===== src/rtl/usb_crc_serial.sv =====
// Bit-serial CRC engine for the USB device core: accumulates wire-order bits,
// flags a correct residue, and serialises the complemented CRC MSB-first.
module usb_crc_serial #(
  parameter int unsigned      WIDTH   = 5,
  parameter logic [WIDTH-1:0] POLY    = 5'b00101,
  parameter logic [WIDTH-1:0] INIT    = 5'b11111,
  parameter logic [WIDTH-1:0] RESIDUE = 5'b01100
) (
  input  logic             clk,
  input  logic             rst_n,
  input  logic             start,
  input  logic             bit_valid,
  input  logic             bit_in,
  input  logic             append,
  input  logic             out_ready,
  output logic             out_valid,
  output logic             bit_out,
  output logic             done,
  output logic [WIDTH-1:0] crc_out,
  output logic             crc_ok
);

  localparam int unsigned CW = $clog2(WIDTH + 1);

  typedef enum logic [1:0] {
    IDLE   = 2'd0,
    RUN    = 2'd1,
    APPEND = 2'd2
  } state_t;

  state_t           state_q, state_d;
  logic [WIDTH-1:0] lfsr_q, lfsr_d;
  logic [WIDTH-1:0] shreg_q, shreg_d;
  logic [CW-1:0]    count_q, count_d;
  logic             done_q, done_d;
  logic [WIDTH-1:0] lfsr_step;
  logic             last_accept;

  // State register (together with the datapath flops it steers)
  always_ff @(posedge clk or negedge rst_n) begin
    if (!rst_n) begin
      state_q <= IDLE;
      lfsr_q  <= INIT;
      shreg_q <= '0;
      count_q <= '0;
      done_q  <= 1'b0;
    end else begin
      state_q <= state_d;
      lfsr_q  <= lfsr_d;
      shreg_q <= shreg_d;
      count_q <= count_d;
      done_q  <= done_d;
    end
  end

  assign lfsr_step   = {lfsr_q[WIDTH-2:0], 1'b0} ^
                       ((lfsr_q[WIDTH-1] ^ bit_in) ? POLY : '0);
  assign last_accept = (state_q == APPEND) && out_ready && (count_q == CW'(1));

  // Next-state logic; start overrides everything else in every state
  always_comb begin
    state_d = state_q;
    if (start) begin
      state_d = RUN;
    end else begin
      case (state_q)
        RUN:     if (append) state_d = APPEND;
        APPEND:  if (last_accept) state_d = IDLE;
        default: state_d = state_q;
      endcase
    end
  end

  // Datapath next values
  always_comb begin
    lfsr_d  = lfsr_q;
    shreg_d = shreg_q;
    count_d = count_q;
    done_d  = 1'b0;
    if (start) begin
      lfsr_d = INIT;
    end else begin
      case (state_q)
        RUN: begin
          if (bit_valid) lfsr_d = lfsr_step;
          // A bit arriving with append is folded in before the snapshot
          if (append) begin
            shreg_d = ~lfsr_d;
            count_d = CW'(WIDTH);
          end
        end
        APPEND: begin
          if (out_ready) begin
            shreg_d = shreg_q << 1;
            count_d = count_q - CW'(1);
            done_d  = last_accept;
          end
        end
        default: ;
      endcase
    end
  end

  // Outputs
  always_comb begin
    out_valid = (state_q == APPEND);
    bit_out   = (state_q == APPEND) & shreg_q[WIDTH-1];
    done      = done_q;
    crc_out   = lfsr_q;
    crc_ok    = (lfsr_q == RESIDUE);
  end

endmodule

===== config.mk =====
export PLATFORM = sky130hd
export DESIGN_NAME = usb_crc_serial
export DESIGN_NICKNAME = d
export VERILOG_FILES = /design/src/rtl/usb_crc_serial.sv
export SDC_FILE = /design/constraint.sdc
export NUM_CORES = 1
export LEC_CHECK = 0
export ABC_AREA = 1
export ABC_CLOCK_PERIOD_IN_PS = 3800
export CAP_MARGIN = 25
export CORE_MARGIN = 4
export CORE_UTILIZATION = 43
export DETAILED_ROUTE_END_ITERATION = 8
export PLACE_DENSITY = 0.76
export SETUP_SLACK_MARGIN = 0.02
export SYNTH_ARGS = -nofsm -noshare
export SYNTH_HDL_FRONTEND = slang
export SYNTH_SLANG_ARGS = --single-unit

===== constraint.sdc =====
create_clock -name clk -period 3.8 [get_ports clk]
set_input_delay 0.38 -clock clk [delete_from_list [all_inputs] [get_ports clk]]
set_output_delay 0.38 -clock clk [all_outputs]
set_load 0.01 [all_outputs]

==> flow_summary.ini, run 1 <==
[logic_synthesis]
synth_seq_area_share_pct = 41.61
synth_cells = 124
ys_types = 23
synth-edff-count = 0
yosysWarningCount = 0
syn_nets = 136
synthTopCellsByCount = nand2_1, inv_1, dfrtp_1
synth_top_cell_area_share_pct = 28.17
postSynthRegisterBits = 16
synth_area_um2 = 977.2
async_flop_share_pct = 100.0
synth_ff_type = dfrtp_1
syn_area_per_cell_um2 = 7.881
yosysMostFrequentCell = nand2_1
yosysTopAreaCell = dfrtp_1
synthTopCellsByArea = dfrtp_1, dfstp_2, nand2_1, ha_1, inv_1

[floorplanning]
die_y_um = 55.67
start_util_pct = 47.39
core-area_um2 = 2062
pin_count = 16
dieArea_um2 = 3099
die_w_um = 55.67
rows = 16

[critical_path]
slowest_stage = clkdlybuf4s50_1
critPathMaxStageDelay_ns = 0.61
critPathCaptureType = output pin
crit_fanout = 10
critPathRequiredTime_ns = 3.42
critPathTopFamily = buffers and inverters
crit_chain = inv_1 -> ha_1 -> clkdlybuf4s50_1
startpoint_type = flop
path_buf_inv = 2
worstSetupPathType = reg2out
cp.arrival_ns = 1.77

[timing]
slew_viol_final = 0
setup_viol = 0
max_freq_mhz = 464.4
whs_ns = 0.4907
worst_slew_pin_slew_ns = 0.7081
finalWorstSetupSlack_ns = 1.647
fin_crit_ns = 2.153
skew_ns = 0.005455
hold_viol = 0
post-route-period-util_pct = 56.67
rsz0062_at_grt = false
maxSlewHeadroom_pct = 52.64
setup-tns-final_ns = 0

[drt]
drc = 0
ant_nets = 0
dr.pass1.iters = 4
via_per_inst = 4.940
vias = 825
postRouteWirelength_um = 2006
drt_iter0_drc = 31
wl_per_cell_um = 12.01

[run_status]
outcome = complete, no violations

[layout]
area_delta_synth_final_pct = 19.72
final_cell_count_no_fill = 167
utilization_pct = 56.74
insertedDiodeCount = 0
nets = 153
drive_gt1_share_pct = 17.14
fillers = 189

[power]
worst_ir_drop_vdd_mv = 0.3352
leakage_nw = 0.5988
p_per_area_nw_per_um2 = 605.4

[grt]
grt_pass1_vias = 825
use_met1_pct = 19.31
use_met3_pct = 2.320
grt_max_degree = 17
grt_pass1_wl_um = 3629
antenna_found_initial = 0
grtUsageTotal_pct = 14.33
overflow = 0
top_usage_layer = met2
grt_util_met2_pct = 23.31

[place]
portBuffers = 15
dp_slack_ns = 1.965
place_inst = 163
gp_congestion = 0.7812
dp_hpwl_um = 1598

[clocking]
clockBufferDepth = 2
hold_buffers = 0
clk_pin_slew_ns = 0.10
cts_buffers = 3
htreeDepth = 1
cts_tree = yes
cts-resized-gates = 0
cts_setup_buffers = 0
clock_tree.root_cell = clkbuf_4
insertion_delay_ns = 0.29
clock_sinks = 16

[min_path]
hp-class = reg2reg

[flow_run]
cap_violations = 0
## placed cells by master (no fill, tap or decap)
cell type / instances
nor2_2: 3
o22ai_2: 1
nor2_1: 8
inv_4: 1
dfrtp_1: 11
ha_1: 5
o21ai_0: 4
nor3_1: 4
nand3_4: 1
nand4_1: 3
nor2_4: 1
nand3_2: 2
inv_1: 16
nand2_1: 34
inv_2: 2
o21ai_1: 7
dfstp_2: 5
a21oi_1: 5
clkdlybuf4s50_1: 15
nand2_2: 3
clkbuf_8: 1
clkbuf_4: 3
nand2_4: 1
nand3_1: 4
## layer usage
metal  vias to the layer above  wire (um)
met1                       380        919
li1                        422          -
met3                         2         99
met4                         0         10
met2                        21        978
met5                         -          0
## sequential cells by signal, indices dropped and copies added (netlist names)
name / flops
count_q: 3
crc_out: 5
done: 1
shreg_q: 5
state_q: 2
## path summary, 6_finish.rpt
path                       startpoint    endpoint  slack (ns)  cells past startpoint
max                        state_q[0]   out_valid        1.65                      3
min                        shreg_q[3]  shreg_q[3]        0.49                      2
max reg2reg                state_q[0]  count_q[2]        2.35                      8
min reg2reg                shreg_q[3]  shreg_q[3]        0.49                      2
max in group asynchronous       rst_n  shreg_q[4]        2.84                      1
min in group asynchronous       rst_n  shreg_q[2]        0.51                      1
## cell families (layout without fill, tap and decap cells)
family          count (synthesis)  count (layout)  share of synthesized area (%)
flops                          16              16                          41.61
simple gates                   64              64                          32.14
fa+ha+maj                       5               5                          6.402
compound gates                 17              17                          9.474
buf+inv                        22              38                          10.37
## report_power, final
group | internal, mW | leakage (nW) | switching (mW)
sequential | 0.237 | 0.188 | 0.0433
combinational | 0.127 | 0.390 | 0.186
clock | 0.0583 | 0.0210 | 0.0573
total | 0.422 | 0.599 | 0.286
## tightest hold or removal path: stages (launching register included)
cell	delay, ns
dfrtp_1	0.35
nand2_1	0.05
nand2_1	0.06
## cell type report
cell class	count	area, um2	share of cell area (%)
Timing Repair Buffer	15	150.1	12.83
Tap cell	27	33.78	2.888
Sequential cell	16	406.6	34.76
Inverter	19	73.82	6.310
Clock buffer	4	36.28	3.102
Multi-Input combinational cell	86	469.2	40.11
## stage by stage
step           power, mW  area, um2
2_1_floorplan     0.5018      977.2
5_1_grt           0.7709       1170
3_3_place_gp      0.5841       1134
6_report          0.7083       1170
3_5_place_dp      0.5978       1134
4_1_cts           0.7115       1170
Note: power is estimated with default switching activity, not from simulation.
==> inputs of run 2 (changes only) <==
Settings changed: ABC_CLOCK_PERIOD_IN_PS 3800 to 2000.
Clock period 3.8 ns to 2 ns, I/O delays scaled along.
==> run 2 against run 1 <==
Worst hold slack lost 0.16 ns. Wire length decreased by 4.5%. Count of clock-buffer cells in the layout stayed put. Register-to-register slack got worse by 1.8 ns. Cell area up 0.86%. Global-route usage fell by 0.68 points. Non-clock buffer count increased by 1. Critical path depth increased by 2. Total power is 90% higher.
==> flow_summary.ini, run 2 (synthesized netlist as in run 1, its figures left out) <==
[run_status]
outcome = complete, no violations

[power]
clockPowerShare_pct = 16.0
swShare_pct = 39.89
p_per_area_nw_per_um2 = 1143
leakage_nw = 0.6021
worst_ir_drop_vdd_mv = 0.7092
internal_power_mw = 0.8104
power.total_mw = 1.348
combPwrFrac_pct = 44.6
switching_power_mw = 0.5378
p_seq_share_pct = 39.4

[critical_path]
cp.arrival_ns = 1.66
critPathMaxStageDelay_ns = 0.52
critPathRequiredTime_ns = 1.80
crit_top_cell = inv_1
startpoint_type = flop
worstSetupPathType = reg2out
crit_chain = inv_1 -> ha_2 -> nand2_1 -> inv_1 -> clkdlybuf4s50_1
crit_fanout = 4
slowest_stage = clkdlybuf4s50_1
critPathCaptureType = output pin

[timing]
max_freq_mhz = 537.9
maxSlewHeadroom_pct = 52.55
slew_viol_final = 0
setup_viol = 0
hold_viol = 0
setup-tns-final_ns = 0
worst_slew_pin_slew_ns = 0.7095
fin_crit_ns = 1.859
whs_ns = 0.3282
rsz0062_at_grt = false
skew_ns = 0.002368
post-route-period-util_pct = 92.95

[min_path]
hp-class = in2async

[floorplanning]
dieArea_um2 = 3099
pin_count = 16
die_w_um = 55.67
start_util_pct = 47.39
rows = 16
core-area_um2 = 2062
die_y_um = 55.67

[drt]
vias = 826
via_per_inst = 4.917
ant_nets = 0
wl_per_cell_um = 11.40
drt_iter0_drc = 20
drc = 0
dr.pass1.iters = 4
postRouteWirelength_um = 1915

[layout]
insertedDiodeCount = 0
fin_area_um2 = 1180
multi_input_area_um2 = 471.7
fillers = 174
mostFrequentLayoutCells = nand2_1, inv_1, clkdlybuf4s50_1
seq_area_um2 = 406.6
area_delta_synth_final_pct = 20.74
layout_commonest_cell = nand2_1
drive_gt1_share_pct = 18.44
nets = 154

[place]
gp_congestion = 0.8067
dp_hpwl_um = 1525
portBuffers = 15
dpl-instance-area_um2 = 1141

[clocking]
insertion_delay_ns = 0.29
htreeDepth = 1
hold_buffers = 0
clockBufferDepth = 2
cts_setup_buffers = 0
cts_tree = yes
cts_buffers = 3
clock_sinks = 16
clk_pin_slew_ns = 0.09
clock_tree.root_cell = clkbuf_4

[grt]
grtUsageTotal_pct = 13.65
overflow = 0
grt_pass1_vias = 769
antenna_found_initial = 0
grt_pass1_wl_um = 3298
grt_max_degree = 17

[flow_run]
cap_violations = 0
==> run 2: cell types whose count changed in the layout (fill, tap and decap cells not counted), sizes merged <==
| cell | delta |
|---|---|
| buf | +1 |
==> run 2: metrics by stage <==
step                instances  worst slack [ns]  utilization, %
global route              168           0.03559           57.22
global placement          164            0.4261           55.34
detailed placement        164            0.3739           55.34
floorplan                 124            0.6869               -
finish                    168            0.1409           57.22
CTS                       168           0.07261           57.10
==> run 2: layer usage <==
metal  GRT usage [%]  part of all wire [%]
met1           16.45                    45
met4           6.250                  0.99
met5               0                     0
met2           22.80                    49
met3           3.248                   5.3
==> run 2: power groups by stage <==
stage | clock [mW] | combinational (mW) | sequential (mW)
final | 0.216 | 0.601 | 0.532
after global routing | 0.236 | 0.683 | 0.544
after CTS | 0.223 | 0.602 | 0.531
after detailed placement | 0 | 0.598 | 0.538
after global placement | 0 | 0.581 | 0.533
after floorplan | 0 | 0.424 | 0.530
==> run 2: cell type report <==
cell class | instances | area share [%]
timing repair buffer | 16 | 13.36
inverter | 19 | 6.257
multi-input combinational | 86 | 39.98
sequential | 16 | 34.46
tap | 27 | 2.863
clock buffer | 4 | 3.075
==> run 2: critical path: cells and delay by family (launching register included) <==
kind,cells,cell delay (ns)
buffers and inverters,3,0.66
DFF,1,0.41
adders and majority gates,1,0.24
and+or+nand+nor,1,0.06
==> run 2: repair_timing <==
item	4_1_cts	5_1_grt
endpoints found under the setup margin	0	1
endpoints found under the hold margin	0	0
gates resized for setup	0	1
==> run 2: final timing paths <==
path                                  from    endpoint  slack, ns  cells after the start
min in group clk                shreg_q[3]  shreg_q[3]       0.49                      2
max in group asynchronous            rst_n  count_q[0]       1.22                      1
worst max-delay path            state_q[0]     bit_out       0.14                      5
worst min-delay path                 rst_n  shreg_q[3]       0.33                      1
worst min register to register  shreg_q[3]  shreg_q[3]       0.49                      2
worst max register to register  state_q[0]  count_q[2]       0.56                      8
==> inputs of run 3 (changes only) <==
Settings changed: ABC_AREA 1 to unset, PLACE_DENSITY 0.76 to 0.75.
==> run 3 against run 2 <==
Count of clock-buffer cells in the layout unchanged. Area after synthesis up 2.0%. First-iteration DRC count down 45%. Fmax down 3.0%. Critical path type unchanged. Highest routed layer unchanged.
==> flow_summary.ini, run 3 <==
[timing]
rsz0062_at_grt = false
worst_slew_pin_slew_ns = 0.7207
setup-tns-final_ns = 0
max_freq_mhz = 521.6
hold_viol = 0
fin_crit_ns = 1.917
maxSlewHeadroom_pct = 51.80
setup_viol = 0
skew_ns = 0.006377
post-route-period-util_pct = 95.87
slew_viol_final = 0

[critical_path]
worstSetupPathType = reg2out
critPathRequiredTime_ns = 1.80
crit_fanout = 8
cp.arrival_ns = 1.72
critPathCaptureType = output pin
startpoint_type = flop

[grt]
grt_pass1_vias = 744
grt_max_degree = 17
antenna_found_initial = 0
overflow = 0
grtUsageTotal_pct = 13.54
grt_pass1_wl_um = 3387

[place]
gp_congestion = 0.8016
portBuffers = 15
dpl-instance-area_um2 = 1151
dp_hpwl_um = 1489

[drt]
wl_per_cell_um = 13.86
drt_iter0_drc = 11
ant_nets = 0
via_per_inst = 5.380
drc = 0
dr.pass1.iters = 4
vias = 764
postRouteWirelength_um = 1968

[layout]
fillers = 215
nets = 127
insertedDiodeCount = 0
layout_commonest_cell = clkdlybuf4s50_1
area_delta_synth_final_pct = 19.32
fin_area_um2 = 1190
mostFrequentLayoutCells = clkdlybuf4s50_1, dfrtp_1, a31oi_1
drive_gt1_share_pct = 18.42

[clocking]
hold_buffers = 0
cts-resized-gates = 1
clk_pin_slew_ns = 0.10
clockBufferDepth = 2
clock_sinks = 16
clock_tree.root_cell = clkbuf_4
cts_tree = yes
htreeDepth = 1
cts_buffers = 3
cts_setup_buffers = 0
insertion_delay_ns = 0.28

[floorplanning]
die_y_um = 56.16
dieArea_um2 = 3153
rows = 17
core-area_um2 = 2212
pin_count = 16
start_util_pct = 45.08
die_w_um = 56.16

[logic_synthesis]
syn_area_per_cell_um2 = 10.18
yosysWarningCount = 0
synth_seq_area_share_pct = 40.78
synth_area_um2 = 997.2
synth_cells = 98
synthTopCellsByArea = dfrtp_1, dfstp_2, a31oi_1, ha_1, buf_6
postSynthRegisterBits = 16
ys_types = 40
yosysMostFrequentCell = dfrtp_1
synthTopCellsByCount = dfrtp_1, a31oi_1, nand2_1
synth-edff-count = 0
syn_nets = 110
synth_ff_type = dfrtp_1
yosysTopAreaCell = dfrtp_1
synth_top_cell_area_share_pct = 27.60
async_flop_share_pct = 100.0

[min_path]
hp-class = in2async

[flow_run]
cap_violations = 0

[power]
worst_ir_drop_vdd_mv = 0.5014
p_per_area_nw_per_um2 = 804.6
leakage_nw = 0.5071

[run_status]
outcome = complete, no violations
## run 3: cell types whose count changed after synthesis, moves of 7 or more
| cell | previous run | this run |
|---|---|---|
| inv_1 | 16 | 8 |
| nand2_1 | 34 | 9 |
| o21ai_1 | 7 | 0 |
| a31oi_1 | 0 | 10 |
## run 3: area by class of cell
class | instances | area [um2] | share of cell area [%]
Sequential cell | 16 | 406.6 | 34.17
Tap cell | 28 | 35.03 | 2.944
Timing Repair Buffer | 18 | 172.7 | 14.51
Clock buffer | 4 | 36.28 | 3.049
Inverter | 8 | 30.03 | 2.524
Multi-Input combinational cell | 68 | 509.2 | 42.80
## run 3: worst paths after layout
| kind | startpoint | endpoint | slack, ns | depth (start not counted) |
|---|---|---|---|---|
| setup / recovery | state_q[0] | bit_out | 0.08 | 4 |
| hold / removal | rst_n | count_q[1] | 0.33 | 1 |
| setup reg to reg | state_q[0] | count_q[0] | 0.33 | 5 |
| hold reg to reg | count_q[1] | count_q[1] | 0.56 | 2 |
| max in group asynchronous | rst_n | shreg_q[0] | 1.21 | 1 |
| min in group clk | count_q[1] | count_q[1] | 0.56 | 2 |
## run 3: routing by layer
metal	part of all wire (%)	routed length, um	GRT usage [%]
met3	3.8	75	2.552
met5	0	0	0
met1	48	954	18.54
met2	46	913	20.53
met4	1.2	24	6.102
## run 3: where the power goes
part | leakage, nW | switching (mW) | internal (mW)
Clock | 0.0210 | 0.102 | 0.111
Combinational | 0.305 | 0.143 | 0.148
Sequential | 0.181 | 0.0530 | 0.401
Total | 0.507 | 0.298 | 0.660
## run 3: kinds of logic (layout without fill, tap and decap cells)
family,count (synthesis),in the layout,share of synthesized area [%]
AOI/OAI and AO/OA,25,25,17.57
adders and majority gates,5,5,6.274
buffers and inverters,14,30,8.405
and+or+nand+nor,31,31,18.32
DFF,16,16,40.78
xor gates and xnor gates,2,2,3.137
muxes,5,5,5.520
## run 3: metrics by stage
step | power (mW) | setup WS [ns] | hold slack [ns] | utilization [%] | std cells
global route | 1.025 | 0.03187 | 0.4087 | 53.79 | 142
detailed placement | 0.7512 | 0.3338 | 0.5452 | 52.04 | 138
CTS | 0.9669 | 0.07354 | 0.3696 | 53.79 | 142
global placement | 0.7377 | 0.3695 | 0.5245 | 52.04 | 138
floorplan | 0.6663 | 0.4384 | -0.09559 | - | 98
finish | 0.9574 | 0.08266 | 0.3347 | 53.79 | 142
## run 3: worst max-delay path: stages, from the launching register on
cell             delay (ns)
dfrtp_1                0.39
inv_1                  0.11
ha_2                   0.27
and2_1                 0.14
clkdlybuf4s50_1        0.52
